[src/rtl/mul_hilo_pkg.sv]
// mul_hilo_pkg: shared constants, FSM state type and counter-width helper
// for the mul_hilo_stage multiply sequencing stage.
package mul_hilo_pkg;

  localparam int WORD_W = 32;
  localparam int PROD_W = 64;

  typedef enum logic [0:0] {
    IDLE = 1'b0,
    EXEC = 1'b1
  } state_t;

  // Counter width is clog2(MUL_LATENCY), floored at one bit so that
  // MUL_LATENCY=1 (load value 0) still yields a legal vector.
  function automatic int cnt_width(input int latency);
    int w;
    w = $clog2(latency);
    if (w < 1) begin
      w = 1;
    end
    return w;
  endfunction

endpackage

[src/rtl/mul_hilo_stage_if.sv]
// mul_hilo_stage_if: groups the control, operand, product and HI/LO bus
// signals of mul_hilo_stage.
//   slave  : the stage itself (takes start/operands/mul_z/bus writes,
//            drives mul_a/mul_b/hi/lo/busy/done)
//   master : the control unit / datapath side
// Optional macro MUL_OVERFLOW_FLAG_EN adds the ovf signal.
interface mul_hilo_stage_if;
  import mul_hilo_pkg::*;

  logic              start;
  logic [WORD_W-1:0] op_a;
  logic [WORD_W-1:0] op_b;
  logic [WORD_W-1:0] mul_a;
  logic [WORD_W-1:0] mul_b;
  logic [PROD_W-1:0] mul_z;
  logic [WORD_W-1:0] bus_in;
  logic              hi_wr;
  logic              lo_wr;
  logic [WORD_W-1:0] hi;
  logic [WORD_W-1:0] lo;
  logic              busy;
  logic              done;
`ifdef MUL_OVERFLOW_FLAG_EN
  logic              ovf;
`endif

  modport slave (
    input  start, op_a, op_b, mul_z, bus_in, hi_wr, lo_wr,
`ifdef MUL_OVERFLOW_FLAG_EN
    output ovf,
`endif
    output mul_a, mul_b, hi, lo, busy, done
  );

  modport master (
    output start, op_a, op_b, mul_z, bus_in, hi_wr, lo_wr,
`ifdef MUL_OVERFLOW_FLAG_EN
    input  ovf,
`endif
    input  mul_a, mul_b, hi, lo, busy, done
  );

endinterface

[src/rtl/mul_latency_counter.sv]
// mul_latency_counter: loadable down-counter with zero flag that times the
// multiplier's multicycle budget.
//   i_clock   : rising-edge clock
//   i_clear_n : asynchronous active-low reset (count -> 0)
//   i_load    : load MUL_LATENCY-1
//   i_dec     : decrement by one (saturates at zero)
//   o_zero    : count is zero
module mul_latency_counter
  import mul_hilo_pkg::*;
#(
  parameter int MUL_LATENCY = 2
) (
  input  logic i_clock,
  input  logic i_clear_n,
  input  logic i_load,
  input  logic i_dec,
  output logic o_zero
);

  localparam int CNT_W = cnt_width(MUL_LATENCY);
  localparam logic [CNT_W-1:0] LOAD_VAL = CNT_W'(MUL_LATENCY - 1);
  localparam logic [CNT_W-1:0] ONE_VAL  = CNT_W'(1);
  localparam logic [CNT_W-1:0] ZERO_VAL = CNT_W'(0);

  logic [CNT_W-1:0] r_cnt;

  // Count register: load has priority over decrement.
  always_ff @(posedge i_clock or negedge i_clear_n) begin
    if (!i_clear_n) begin
      r_cnt <= ZERO_VAL;
    end else if (i_load) begin
      r_cnt <= LOAD_VAL;
    end else if (i_dec && (r_cnt != ZERO_VAL)) begin
      r_cnt <= r_cnt - ONE_VAL;
    end else begin
      r_cnt <= r_cnt;
    end
  end

  assign o_zero = (r_cnt == ZERO_VAL);

endmodule

[src/rtl/mul_hilo_stage.sv]
// mul_hilo_stage: registers operands for the external combinational
// multiplier, waits MUL_LATENCY cycles, then captures the 64-bit product
// into HI/LO. HI/LO can also be written from the datapath bus while idle.
//   clock   : rising-edge clock
//   clear_n : asynchronous active-low reset
//   bus     : mul_hilo_stage_if.slave (start/op_a/op_b, mul_a/mul_b/mul_z,
//             bus_in/hi_wr/lo_wr, hi/lo, busy/done[, ovf])
// Optional macro MUL_OVERFLOW_FLAG_EN adds the ovf flag.
module mul_hilo_stage
  import mul_hilo_pkg::*;
#(
  parameter int MUL_LATENCY = 2
) (
  input  logic              clock,
  input  logic              clear_n,
  mul_hilo_stage_if.slave   bus
);

  state_t            r_state;
  state_t            w_state_nxt;
  logic              w_accept;
  logic              w_capture;
  logic              w_cnt_zero;
  logic [WORD_W-1:0] r_mul_a;
  logic [WORD_W-1:0] r_mul_b;
  logic [WORD_W-1:0] r_hi;
  logic [WORD_W-1:0] r_lo;
  logic              r_done;
  logic [PROD_W-1:0] w_prod;

  assign w_prod = bus.mul_z;

  mul_latency_counter #(
    .MUL_LATENCY (MUL_LATENCY)
  ) u_cnt (
    .i_clock   (clock),
    .i_clear_n (clear_n),
    .i_load    (w_accept),
    .i_dec     (r_state == EXEC),
    .o_zero    (w_cnt_zero)
  );

  // Next-state decode: accept start in IDLE, capture when the budget expires.
  always_comb begin
    w_state_nxt = r_state;
    w_accept    = 1'b0;
    w_capture   = 1'b0;
    case (r_state)
      IDLE: begin
        if (bus.start) begin
          w_state_nxt = EXEC;
          w_accept    = 1'b1;
        end else begin
          w_state_nxt = IDLE;
        end
      end
      EXEC: begin
        if (w_cnt_zero) begin
          w_state_nxt = IDLE;
          w_capture   = 1'b1;
        end else begin
          w_state_nxt = EXEC;
        end
      end
      default: begin
        w_state_nxt = IDLE;
      end
    endcase
  end

  // State register.
  always_ff @(posedge clock or negedge clear_n) begin
    if (!clear_n) begin
      r_state <= IDLE;
    end else begin
      r_state <= w_state_nxt;
    end
  end

  // Operand registers hold after capture until the next accepted start.
  always_ff @(posedge clock or negedge clear_n) begin
    if (!clear_n) begin
      r_mul_a <= {WORD_W{1'b0}};
      r_mul_b <= {WORD_W{1'b0}};
    end else if (w_accept) begin
      r_mul_a <= bus.op_a;
      r_mul_b <= bus.op_b;
    end else begin
      r_mul_a <= r_mul_a;
      r_mul_b <= r_mul_b;
    end
  end

  // HI/LO: product capture, else bus writes (only honoured while idle).
  always_ff @(posedge clock or negedge clear_n) begin
    if (!clear_n) begin
      r_hi <= {WORD_W{1'b0}};
      r_lo <= {WORD_W{1'b0}};
    end else if (w_capture) begin
      r_hi <= w_prod[PROD_W-1:WORD_W];
      r_lo <= w_prod[WORD_W-1:0];
    end else if (r_state == IDLE) begin
      if (bus.hi_wr) begin
        r_hi <= bus.bus_in;
      end
      if (bus.lo_wr) begin
        r_lo <= bus.bus_in;
      end
    end
  end

  // done pulses only in the cycle after the capture edge.
  always_ff @(posedge clock or negedge clear_n) begin
    if (!clear_n) begin
      r_done <= 1'b0;
    end else begin
      r_done <= w_capture;
    end
  end

`ifdef MUL_OVERFLOW_FLAG_EN
  logic r_ovf;

  // Overflow: product does not fit in 32 signed bits; bus writes clear it.
  always_ff @(posedge clock or negedge clear_n) begin
    if (!clear_n) begin
      r_ovf <= 1'b0;
    end else if (w_capture) begin
      r_ovf <= (w_prod[PROD_W-1:WORD_W] != {WORD_W{w_prod[WORD_W-1]}});
    end else if ((r_state == IDLE) && (bus.hi_wr || bus.lo_wr)) begin
      r_ovf <= 1'b0;
    end else begin
      r_ovf <= r_ovf;
    end
  end

  assign bus.ovf = r_ovf;
`endif

  assign bus.mul_a = r_mul_a;
  assign bus.mul_b = r_mul_b;
  assign bus.hi    = r_hi;
  assign bus.lo    = r_lo;
  assign bus.busy  = (r_state == EXEC);
  assign bus.done  = r_done;

endmodule

[src/flat_wrapper.sv]
// flat-port wrapper written by rule: the top's interface ports become plain ports
module mul_hilo_stage_flat import mul_hilo_pkg::*;
#(
  parameter int MUL_LATENCY = 2
)
  (clock, clear_n, bus_start, bus_op_a, bus_op_b, bus_mul_z, bus_bus_in, bus_hi_wr, bus_lo_wr, bus_mul_a, bus_mul_b, bus_hi, bus_lo, bus_busy, bus_done);
  mul_hilo_stage_if bus_i ();
  input  logic clock;
  input  logic clear_n;
  input wire logic [$bits(bus_i.start)-1:0] bus_start;
  input wire logic [$bits(bus_i.op_a)-1:0] bus_op_a;
  input wire logic [$bits(bus_i.op_b)-1:0] bus_op_b;
  input wire logic [$bits(bus_i.mul_z)-1:0] bus_mul_z;
  input wire logic [$bits(bus_i.bus_in)-1:0] bus_bus_in;
  input wire logic [$bits(bus_i.hi_wr)-1:0] bus_hi_wr;
  input wire logic [$bits(bus_i.lo_wr)-1:0] bus_lo_wr;
  output wire logic [$bits(bus_i.mul_a)-1:0] bus_mul_a;
  output wire logic [$bits(bus_i.mul_b)-1:0] bus_mul_b;
  output wire logic [$bits(bus_i.hi)-1:0] bus_hi;
  output wire logic [$bits(bus_i.lo)-1:0] bus_lo;
  output wire logic [$bits(bus_i.busy)-1:0] bus_busy;
  output wire logic [$bits(bus_i.done)-1:0] bus_done;
  assign bus_i.start = bus_start;
  assign bus_i.op_a = bus_op_a;
  assign bus_i.op_b = bus_op_b;
  assign bus_i.mul_z = bus_mul_z;
  assign bus_i.bus_in = bus_bus_in;
  assign bus_i.hi_wr = bus_hi_wr;
  assign bus_i.lo_wr = bus_lo_wr;
  assign bus_mul_a = bus_i.mul_a;
  assign bus_mul_b = bus_i.mul_b;
  assign bus_hi = bus_i.hi;
  assign bus_lo = bus_i.lo;
  assign bus_busy = bus_i.busy;
  assign bus_done = bus_i.done;
  mul_hilo_stage #(.MUL_LATENCY(MUL_LATENCY)) u_core (.clock(clock), .clear_n(clear_n), .bus(bus_i));
endmodule
[config.mk]
export PLATFORM = sky130hd
export DESIGN_NAME = mul_hilo_stage_flat
export DESIGN_NICKNAME = d
export VERILOG_FILES = /design/src/rtl/mul_hilo_pkg.sv /design/src/rtl/mul_hilo_stage_if.sv /design/src/rtl/mul_latency_counter.sv /design/src/rtl/mul_hilo_stage.sv /design/src/flat_wrapper.sv
export SDC_FILE = /design/constraint.sdc
export NUM_CORES = 1
export LEC_CHECK = 0
export ABC_AREA = 1
export CORE_MARGIN = 3
export CORE_UTILIZATION = 30
export DETAILED_ROUTE_END_ITERATION = 10
export SLEW_MARGIN = 15
export SYNTH_ARGS = -nofsm -noshare
export SYNTH_HDL_FRONTEND = slang
export SYNTH_SLANG_ARGS = --single-unit
[constraint.sdc]
create_clock -name clock -period 1.3 [get_ports clock]
set_input_delay 0.195 -clock clock [delete_from_list [all_inputs] [get_ports clock]]
set_output_delay 0.195 -clock clock [all_outputs]
set_load 0.05 [all_outputs]
# Word level (Yosys, flattened, before mapping)
# Index checks and enable logic that the tools add are counted.
# Widths: inputs -> output; s select.
[op_classes]
addsub = 1
n_reduce_logical = 6
bitwise_logic = 1
n_eq_ne = 1
muxes = 14
[op_table]
columns = ["op", "n"]
rows = [
  ["$mux 32", 6],
  ["$mux 1", 7],
  ["$reduce_bool 2->1", 3],
  ["$reduce_and 2->1", 2],
  ["$ne 2x2->1 const B", 1],
  ["$pmux 1 s2", 1],
  ["$logic_and 1x1->1", 1],
  ["$not 1->1", 1],
  ["$sub 1x1->1 const B", 1],
]
[totals]
out_inout_bits = 130
regBits = 131
word_cells = 30
in_bits = 165

# Logic depth before layout (Yosys ltp)
# Gate-level depths: netlist of run 1.
[depth]
depth_word = 4
ltp_mapped = 7
ltp_nobuf = 6

# Modules after synthesis
# From an unflattened synthesis of run 1, not the netlist that was laid out.
[unflattened]
hier_cells = 740
hier_area_um2 = 5791.8
[modules_own_cells]
columns = ["module", "cells_each", "seq_area_each_um2", "area_each_um2", "n_inst"]
rows = [
  ["mul_hilo_stage", 734, 3253.1, 5748.0, 1],
  ["mul_latency_counter", 6, 25.0, 43.8, 1],
]

# Worst setup path after synthesis of run 1
# OpenSTA, ideal clock, no wires.
[synth_path]
path_type = "register to register"
startpoint = "reg u_core.r_state, in the netlist u_core.bus.busy"
endpoint = "reg u_core.r_hi[0], in the netlist u_core.bus.hi[0]"
required_ps = 1174
slack_ps = -160
setup_ps = 126
synth_period_minus_slack_ps = 1460
path_buffers = 2
stages_incl_launch_ff = 6
t_arrival_ps = 1334
path_cell_list = "dfrtp_1 nand2_1 buf_2 buf_4 nand3_1 nand3_1"
[synth_between]
elab_chain_cells = 3
elab_cells_between_ends = 5
cone_classes = "eq/ne (1); mux (2); reduce/logical (2)"
[synth_lines]
columns = ["item", "line", "source"]
rows = [
  ["from (decl)", "mul_hilo_stage.sv:19", "state_t r_state;"],
  ["from (signal assigned)", "mul_hilo_stage.sv:76", "r_state <= w_state_nxt;"],
  ["$mux 1", "mul_hilo_stage.sv:48", "case (r_state)"],
  ["$ne 2x2->1 (no source line) or $reduce_bool 2->1 (tied branches)", "-", ""],
  ["$reduce_and 2->1 (no source line)", "-", ""],
  ["to (signal assigned)", "mul_hilo_stage.sv:97", "r_hi <= {WORD_W{1'b0}};"],
  ["to (signal assigned)", "mul_hilo_stage.sv:100", "r_hi <= w_prod[PROD_W-1:WORD_W];"],
  ["to (signal assigned)", "mul_hilo_stage.sv:104", "r_hi <= bus.bus_in;"],
  ["to (decl)", "mul_hilo_stage.sv:26", "logic [WORD_W-1:0] r_hi;"],
]
# Several ways; a longest one is shown, not always the timed one.
# A chain may end at the register's enable or synchronous reset.

# Worst setup path after layout of run 1
[layout_path]
startpoint = "reg u_core.r_state, in the netlist u_core.bus.busy"
endpoint = "out bus_busy"
[layout_rtl]
columns = ["item", "line", "source"]
rows = [
  ["to (decl)", "flat_wrapper.sv:21", "output wire logic [$bits(bus_i.busy)-1:0] bus_busy;"],
]
# No word-level cell between the ends.

==> results.cfg, run 1 <==
[status]
outcome = completed

[clock_tree]
cts_root_buffer = clkbuf_16
tritoncts_num_sinks = 131
cts_inserted_buffers = 17
clkLatencyLatePin_ns = 0.41
cts_tree = built
cts.path.max_buffers = 2
clock_tree.htree_level_count = 4
number_of_post_cts_setup_repair_buffers = 0
clkSlewWorstSetupHoldPaths_ns = 0.06

[floorplanning]
fp-row-count = 49
floorplan.io_pins = 295
placeable_core_region_um2 = 18100
chipHeight_um = 143
die_area_um2 = 20300
dieWidth_um = 143
start_util = 0.309

[worst_setup_path]
critical_path.max_fanout = 3
reg2reg_depth = 6
cp_slowest_cell = dfrtp_2
crit_path_cell_trace = buf_6, buf_12
worst_path_dominant_cell_family = flip-flops
cp_slowest_stage_delay_ns = 0.43
worstSetupStartpointType = register
worst_setup_path_end_kind = output port
worst-endpoint-required_ns = 1.11
worstPathBufferInverterCount = 2
critPathArrivalTime_ns = 1.10
worstSetupPathType = register to output port
crit_cells = 2

[global_route]
use_met1 = 0.245
first_global_vias = 5805
grt_start_max_net_pins = 67
gr-total-overflow = 0
initial_antenna_violation_count = 1
track_usage = 0.208
global_route_wire_length_before_repair_um = 32600
globalRoute.busiestLayer = met2
grtUsageMet2 = 0.327
grt_use_met3 = 0.111

[final_layout]
drive_above_1_share = 0.218
leading_cell_types_in_the_layout_fill_and_taps_excluded = nand3_1, nand2_1, clkdlybuf4s50_1
syn2layout_area_growth_pct = 97.5
layoutNonFillerInstCount = 1180
layout.core_utilization = 0.610
final_common_cell = nand3_1
final_nets = 1103

[placed_design]
post-place-cells = 1143
dp_hpwl_um = 15700
place_congestion = 0.893
port_buffers = 294

[power]
power.density_nw_per_um2 = 3270
power_leakage_nw = 5.13
irDropWorstVdd_mv = 1.76

[logic_synthesis]
yosys_register_bits = 131
synth.net_count = 811
post_synth_num_cell_types = 11
synth_area_um2 = 5600
postSynthCellCount = 646
yosys_warnings = 0
synth.yosys.seq_area_share = 0.585
avgSynthCellArea_um2 = 8.67

[sta]
setup_violations = 0
finClkSkew_ns = 0.00525
timing.final.crit_share = 1.00
finalHoldViolations = 0
final_period_minus_worst_setup_slack_ns = 1.30
max_slew.worst_pin.slew_ns = 0.394
achievable-frequency_mhz = 769
grt_setup_unrepaired = yes
finalSetupTns_ns = 0
timing_max_transition_violations_final = 0
slew_headroom = 0.737

[detailed_routing]
wl_per_cell_um = 18.7
first_pass_iters = 5
remaining_drc_errors = 0
route.antenna.remaining_nets = 0
vias = 5834
postRouteWirelength_um = 22100
drt-vias-per-instance = 4.94
dr.first_iter.drc_count = 351

[min_path]
worstHoldPathType = input port to asynchronous set/reset pin

[run]
max_capacitance_violation_count = 0
==> per-layer routing <==
layer	part of all wire	wire [um]
met1	0.37	8190
met2	0.47	10400
met3	0.14	3030
met4	0.019	424
met5	0	0
==> sequential cells by signal, summed over array words and instances, names as in the netlist <==
register and cells:
u_core.bus.hi 32, u_core.bus.lo 32, u_core.bus.mul_a 32, u_core.bus.mul_b 32
u_core.bus.busy 1, u_core.bus.done 1, u_core.u_cnt.r_cnt 1
==> cells in the mapped netlist <==
master,instances,area share
nand3_1,255,0.23
nand2_1,199,0.13
dfrtp_1,131,0.59
buf_2,43,0.038
clkbuf_1,6,0.0040
inv_2,4,0.0027
buf_4,3,0.0040
o21ai_0,2,0.0018
buf_1,1,0.00067
inv_1,1,0.00067
nand2_2,1,0.0011
==> layout make-up <==
cell class	instances	area, um^2
Fill cell	1491	7090
Timing Repair Buffer	326	4740
Sequential cell	131	3280
Multi-Input combinational cell	457	2070
Clock buffer	19	453
Tap cell	229	287
Clock inverter	12	204
Inverter	5	23.8
Antenna cell	1	2.50
==> cell families after synthesis <==
group,after synthesis,synth area share
DFF,131,0.585
buffers and inverters,58,0.0505
AOI/OAI and AO/OA,2,0.00179
and+or+nand+nor,455,0.362
==> stage by stage <==
| stage | worst slack, ns | cell area, um^2 | hold WS, ns | total power, mW |
|---|---|---|---|---|
| final | 0.000273 | 11100 | 0.254 | 36.1 |
| after floorplan | 0.0218 | 5600 | -0.101 | 18.3 |
| after detailed placement | -0.0530 | 10200 | 0.119 | 30.4 |
| after global placement | -0.0276 | 10200 | 0.118 | 30.1 |
| after global routing | -0.0527 | 11100 | 0.270 | 37.8 |
| after CTS | -0.0213 | 11000 | 0.248 | 36.1 |
==> what timing repair did <==
| item | CTS | global route |
|---|---|---|
| pin swaps | 0 | 0 |
| hold buffers | 1 | 0 |
| endpoints found under the hold margin | 31 | 0 |
| gates cloned | 1 | 3 |
| setup endpoints to repair | 2 | 63 |
| resized for setup | 3 | 11 |
==> where the power goes <==
group	leakage (nW)	internal, mW	switching [mW]
Sequential	1.61	6.15	2.24
Clock	0.312	3.50	1.88
Combinational	3.20	10.3	12.1
Total	5.13	20.0	16.2
==> final timing paths <==
check,from,endpoint,slack [ns]
setup / recovery,u_core.bus.busy,bus_busy,0.0003
hold / removal,clear_n,u_core.bus.hi[0],0.25
setup reg to reg,u_core.bus.busy,u_core.bus.hi[8],0.01
hold reg to reg,u_core.bus.mul_b[26],u_core.bus.mul_b[26],0.53
max in group asynchronous,clear_n,u_core.bus.lo[18],0.46
min in group clock,bus_start,u_core.bus.mul_a[0],0.27
(Power assumes the default switching activity.)
==> inputs of run 2 (changes only) <==
CORE_UTILIZATION = 40   (was 30)
PLACE_DENSITY = 0.81   (was unset)
==> run 2 against run 1 <==
Net effect: critical endpoint is now u_core.bus.mul_b[24]; power up 1.2%; sequential share of layout area up 0.12 points; final area down 0.41%; worst setup slack better by 0.0019 ns; via count up 8.8%.
==> results.cfg, run 2 (same netlist as run 1, synthesis figures left out) <==
[floorplanning]
dieWidth_um = 124
fp-row-count = 42
chipHeight_um = 124
start_util = 0.416
die_area_um2 = 15500
placeable_core_region_um2 = 13500
floorplan.io_pins = 295

[detailed_routing]
wl_per_cell_um = 21.8
remaining_drc_errors = 0
route.antenna.remaining_nets = 0
vias = 6347
route.top_layer_used = met4
routed-wl-met2_um = 12600
dr.first_iter.drc_count = 533
drt-vias-per-instance = 5.65
dr_wl_met3_um = 2860
postRouteWirelength_um = 24500
first_pass_iters = 6
route.layer.met1.wl_um = 8160

[final_layout]
final_nets = 1100
final_cell_area_excluding_filler_cells_um2 = 11000
final_common_cell = nand3_1
num_antenna_cells = 0
leading_cell_types_in_the_layout_fill_and_taps_excluded = nand3_1, nand2_1, clkdlybuf4s50_1
drive_above_1_share = 0.211
syn2layout_area_growth_pct = 96.7

[sta]
finClkSkew_ns = 0.00872
final_critical_path_setup_slack_ns = 0.00219
max_slew.worst_pin.slew_ns = 0.335
timing_max_transition_violations_final = 0
grt_setup_unrepaired = yes
achievable-frequency_mhz = 771
setup_violations = 0
hold-worst-slack_ns = 0.232
timing.final.crit_share = 0.998
slew_headroom = 0.777
final_period_minus_worst_setup_slack_ns = 1.30
finalHoldViolations = 0

[global_route]
grt_start_max_net_pins = 69
initial_antenna_violation_count = 0
first_global_vias = 6322
gr-total-overflow = 0
track_usage = 0.291
global_route_wire_length_before_repair_um = 35500

[worst_setup_path]
worstSetupStartpointType = register
critical_path.max_fanout = 14
regToRegStartpoint = u_core.bus.busy
worst_setup_path_end_kind = register
reg2reg_depth = 6
worst-endpoint-required_ns = 1.60
r2r_slack_ns = 0.002
worstSetupPathType = register to register
critPathArrivalTime_ns = 1.59
cp-startpoint = u_core.bus.busy

[status]
outcome = completed

[clock_tree]
clkLatencyLatePin_ns = 0.42
cts.path.max_buffers = 2
tritoncts_num_sinks = 131
cts_inserted_buffers = 17
clkSlewWorstSetupHoldPaths_ns = 0.06
cts_tree = built
cts_root_buffer = clkbuf_16
clock_tree.htree_level_count = 4

[power]
power.density_nw_per_um2 = 3320
irDropWorstVdd_mv = 2.12
power_leakage_nw = 5.14

[run]
max_capacitance_violation_count = 0

[placed_design]
placement_cell_area_um2 = 10100
dp_hpwl_um = 15900
port_buffers = 294
pre_cts_setup_slack_ns = -0.0135
place_congestion = 0.843

[min_path]
worstHoldPathType = input port to asynchronous set/reset pin
[run 2: cell count changes in the layout (fill, tap and decap cells not counted), moves of 3 or more]
cell / delta
buf_4: -6
buf_12: +3
clkbuf_8: +3
inv_2: -3
inv_4: +3
nand2_2: -3
[run 2: layout make-up]
type / count / area, um^2
clock buffers: 24 / 502
clock inverters: 8 / 170
fillers: 710 / 2440
inverters: 5 / 26.3
multi-input cells: 457 / 2070
flip-flops and latches: 131 / 3280
well taps: 176 / 220
repair buffers: 323 / 4750
[run 2: through the flow]
step | std cells | utilization | TNS [ns] | power (mW)
final | 1124 | 0.819 | 0 | 36.6
after global routing | 1124 | 0.819 | -0.127 | 37.9
after CTS | 1118 | 0.806 | 0 | 36.0
after detailed placement | 1084 | 0.754 | -0.0519 | 30.3
after global placement | 1084 | 0.754 | 0 | 29.8
after floorplan | 646 | - | 0 | 18.3
[run 2: power by group]
group	switching, mW	total (mW)	internal [mW]
combinational	12.3	22.6	10.2
sequential	2.44	8.59	6.15
clock	1.79	5.45	3.66
total	16.5	36.6	20.1
[run 2: routing by layer]
metal	vias to the layer above	GRT usage
li1	2755	-
met1	3076	0.316
met2	457	0.496
met4	0	0.128
met3	59	0.124
met5	-	0
[run 2: repair_timing]
action                                  CTS  global route
endpoints found under the setup margin   20            55
hold buffers                              1             0
resized for setup                         1             8
setup buffers                             1             0
endpoints found under the hold margin    42             0
cloned                                    0             6
[run 2: path summary, 6_finish.rpt]
check / endpoint
worst max-delay path: u_core.bus.mul_b[24]
worst min-delay path: u_core.bus.mul_a[13]
worst max register to register: u_core.bus.mul_b[24]
worst min register to register: u_core.bus.mul_a[6]
max in group asynchronous: u_core.bus.mul_b[25]
min in group clock: u_core.bus.mul_b[11]
[run 2: worst max-delay path: stages (launching register included)]
cell and delay [ns]:
dfrtp_2 0.47, inv_4 0.11, buf_12 0.14, nand2_8 0.08, clkbuf_16 0.19, nand2_1 0.10, nand2_1 0.08
==> inputs of run 3 (changes only) <==
RECOVER_POWER = 50   (was unset)
==> run 3 against run 2 <==
Net effect: worst setup slack better by 0.014 ns; sequential power is 6.4% lower; combinational power shrank 12%; critical path type is now register to output port; highest routed layer unchanged.
==> results.cfg, run 3 (same netlist as run 1, synthesis figures left out) <==
[clock_tree]
cts_tree = built
cts_root_buffer = clkbuf_16
cts_inserted_buffers = 17
clkLatencyLatePin_ns = 0.42
tritoncts_num_sinks = 131
clock_tree.htree_level_count = 4
cts.path.max_buffers = 2
clkSlewWorstSetupHoldPaths_ns = 0.06

[worst_setup_path]
worst-endpoint-required_ns = 1.11
worstPathBufferInverterCount = 1
cp_slowest_cell = dfrtp_1
cp_slowest_stage_delay_ns = 0.39
worst_path_dominant_cell_family = flip-flops
critPathArrivalTime_ns = 1.09
crit_path_cell_trace = buf_2
worstSetupStartpointType = register
worstSetupPathType = register to output port
worst_setup_path_end_kind = output port
critical_path.max_fanout = 2

[run]
max_capacitance_violation_count = 0

[final_layout]
final_common_cell = nand3_1
syn2layout_area_growth_pct = 81.4
final_nets = 1100
final_cell_area_excluding_filler_cells_um2 = 10200
drive_above_1_share = 0.210
leading_cell_types_in_the_layout_fill_and_taps_excluded = nand3_1, nand2_1, clkdlybuf4s50_1
num_antenna_cells = 0
count_of_filler_cells_inserted_in_the_layout = 828

[floorplanning]
floorplan.io_pins = 295
fp-row-count = 42
chipHeight_um = 124
die_area_um2 = 15500
start_util = 0.416
dieWidth_um = 124
placeable_core_region_um2 = 13500

[detailed_routing]
route.antenna.remaining_nets = 0
vias = 6327
drt-vias-per-instance = 5.63
remaining_drc_errors = 0
route.top_layer_used = met4
postRouteWirelength_um = 24500
wl_per_cell_um = 21.8
dr.first_iter.drc_count = 564
first_pass_iters = 7
routed-wl-met2_um = 12500
dr_wl_met3_um = 2710
route.layer.met1.wl_um = 8290

[power]
power.density_nw_per_um2 = 3290
total_power_mw = 33.4
power_leakage_nw = 4.85
irDropWorstVdd_mv = 1.94

[placed_design]
placement_cell_area_um2 = 10100
place_congestion = 0.843
port_buffers = 294
dp_hpwl_um = 15900

[global_route]
initial_antenna_violation_count = 0
global_route_wire_length_before_repair_um = 35500
gr-total-overflow = 0
grt_start_max_net_pins = 69
first_global_vias = 6322
track_usage = 0.291

[sta]
timing.final.crit_share = 0.987
grt_setup_unrepaired = yes
setup_violations = 0
finClkSkew_ns = 0.00873
finalHoldViolations = 0
achievable-frequency_mhz = 779
slew_headroom = 0.634
max_slew.worst_pin.slew_ns = 0.549
timing_max_transition_violations_final = 0
final_period_minus_worst_setup_slack_ns = 1.28

[status]
outcome = completed

[min_path]
worstHoldPathType = input port to asynchronous set/reset pin
-- run 3: stage by stage --
step	util	setup slack, ns	std cells	setup TNS, ns	hold WS [ns]
floorplan	-	0.0218	646	0	-0.101
global placement	0.754	0.0254	1084	0	0.110
detailed placement	0.754	-0.0135	1084	-0.0519	0.108
CTS	0.806	0.00948	1118	0	0.229
global route	0.755	-0.0351	1124	-0.134	0.266
finish	0.755	0.0163	1124	0	0.223
-- run 3: where the power goes --
part	internal, mW	switching (mW)
Sequential	6.14	1.89
Combinational	7.62	12.3
Clock	3.66	1.79
Total	17.4	16.0
-- run 3: final cells by class --
type,count,area [um^2],area share
multi-input combinational,457,2070,0.204
sequential,131,3280,0.323
tap,176,220,0.0217
inverter,5,26.3,0.00259
clock buffer,24,502,0.0494
timing repair buffer,323,3890,0.383
clock inverter,8,170,0.0168
-- run 3: per-layer routing --
layer  vias up  global-route usage
li1       2757                   -
met1      3050               0.316
met2       449               0.496
met3        71               0.124
met4         0               0.128
met5         -                   0
-- run 3: worst paths after layout --
path | start | endpoint | slack, ns | depth (start not counted)
max | u_core.bus.mul_b[17] | bus_mul_b[17] | 0.02 | 1
min | clear_n | u_core.bus.mul_a[14] | 0.22 | 2
max reg2reg | u_core.bus.busy | u_core.bus.mul_b[24] | 0.02 | 6
min reg2reg | u_core.bus.mul_a[6] | u_core.bus.mul_a[6] | 0.47 | 2
max in group asynchronous | clear_n | u_core.bus.lo[23] | 0.23 | 3
min in group clock | bus_op_b[11] | u_core.bus.mul_b[11] | 0.34 | 3
-- run 3: repair_timing --
item	in CTS	in global routing
hold buffers	1	0
resized for setup	1	8
setup endpoints to repair	20	55
endpoints found under the hold margin	42	0
gates cloned	0	6
buffers inserted	1	0
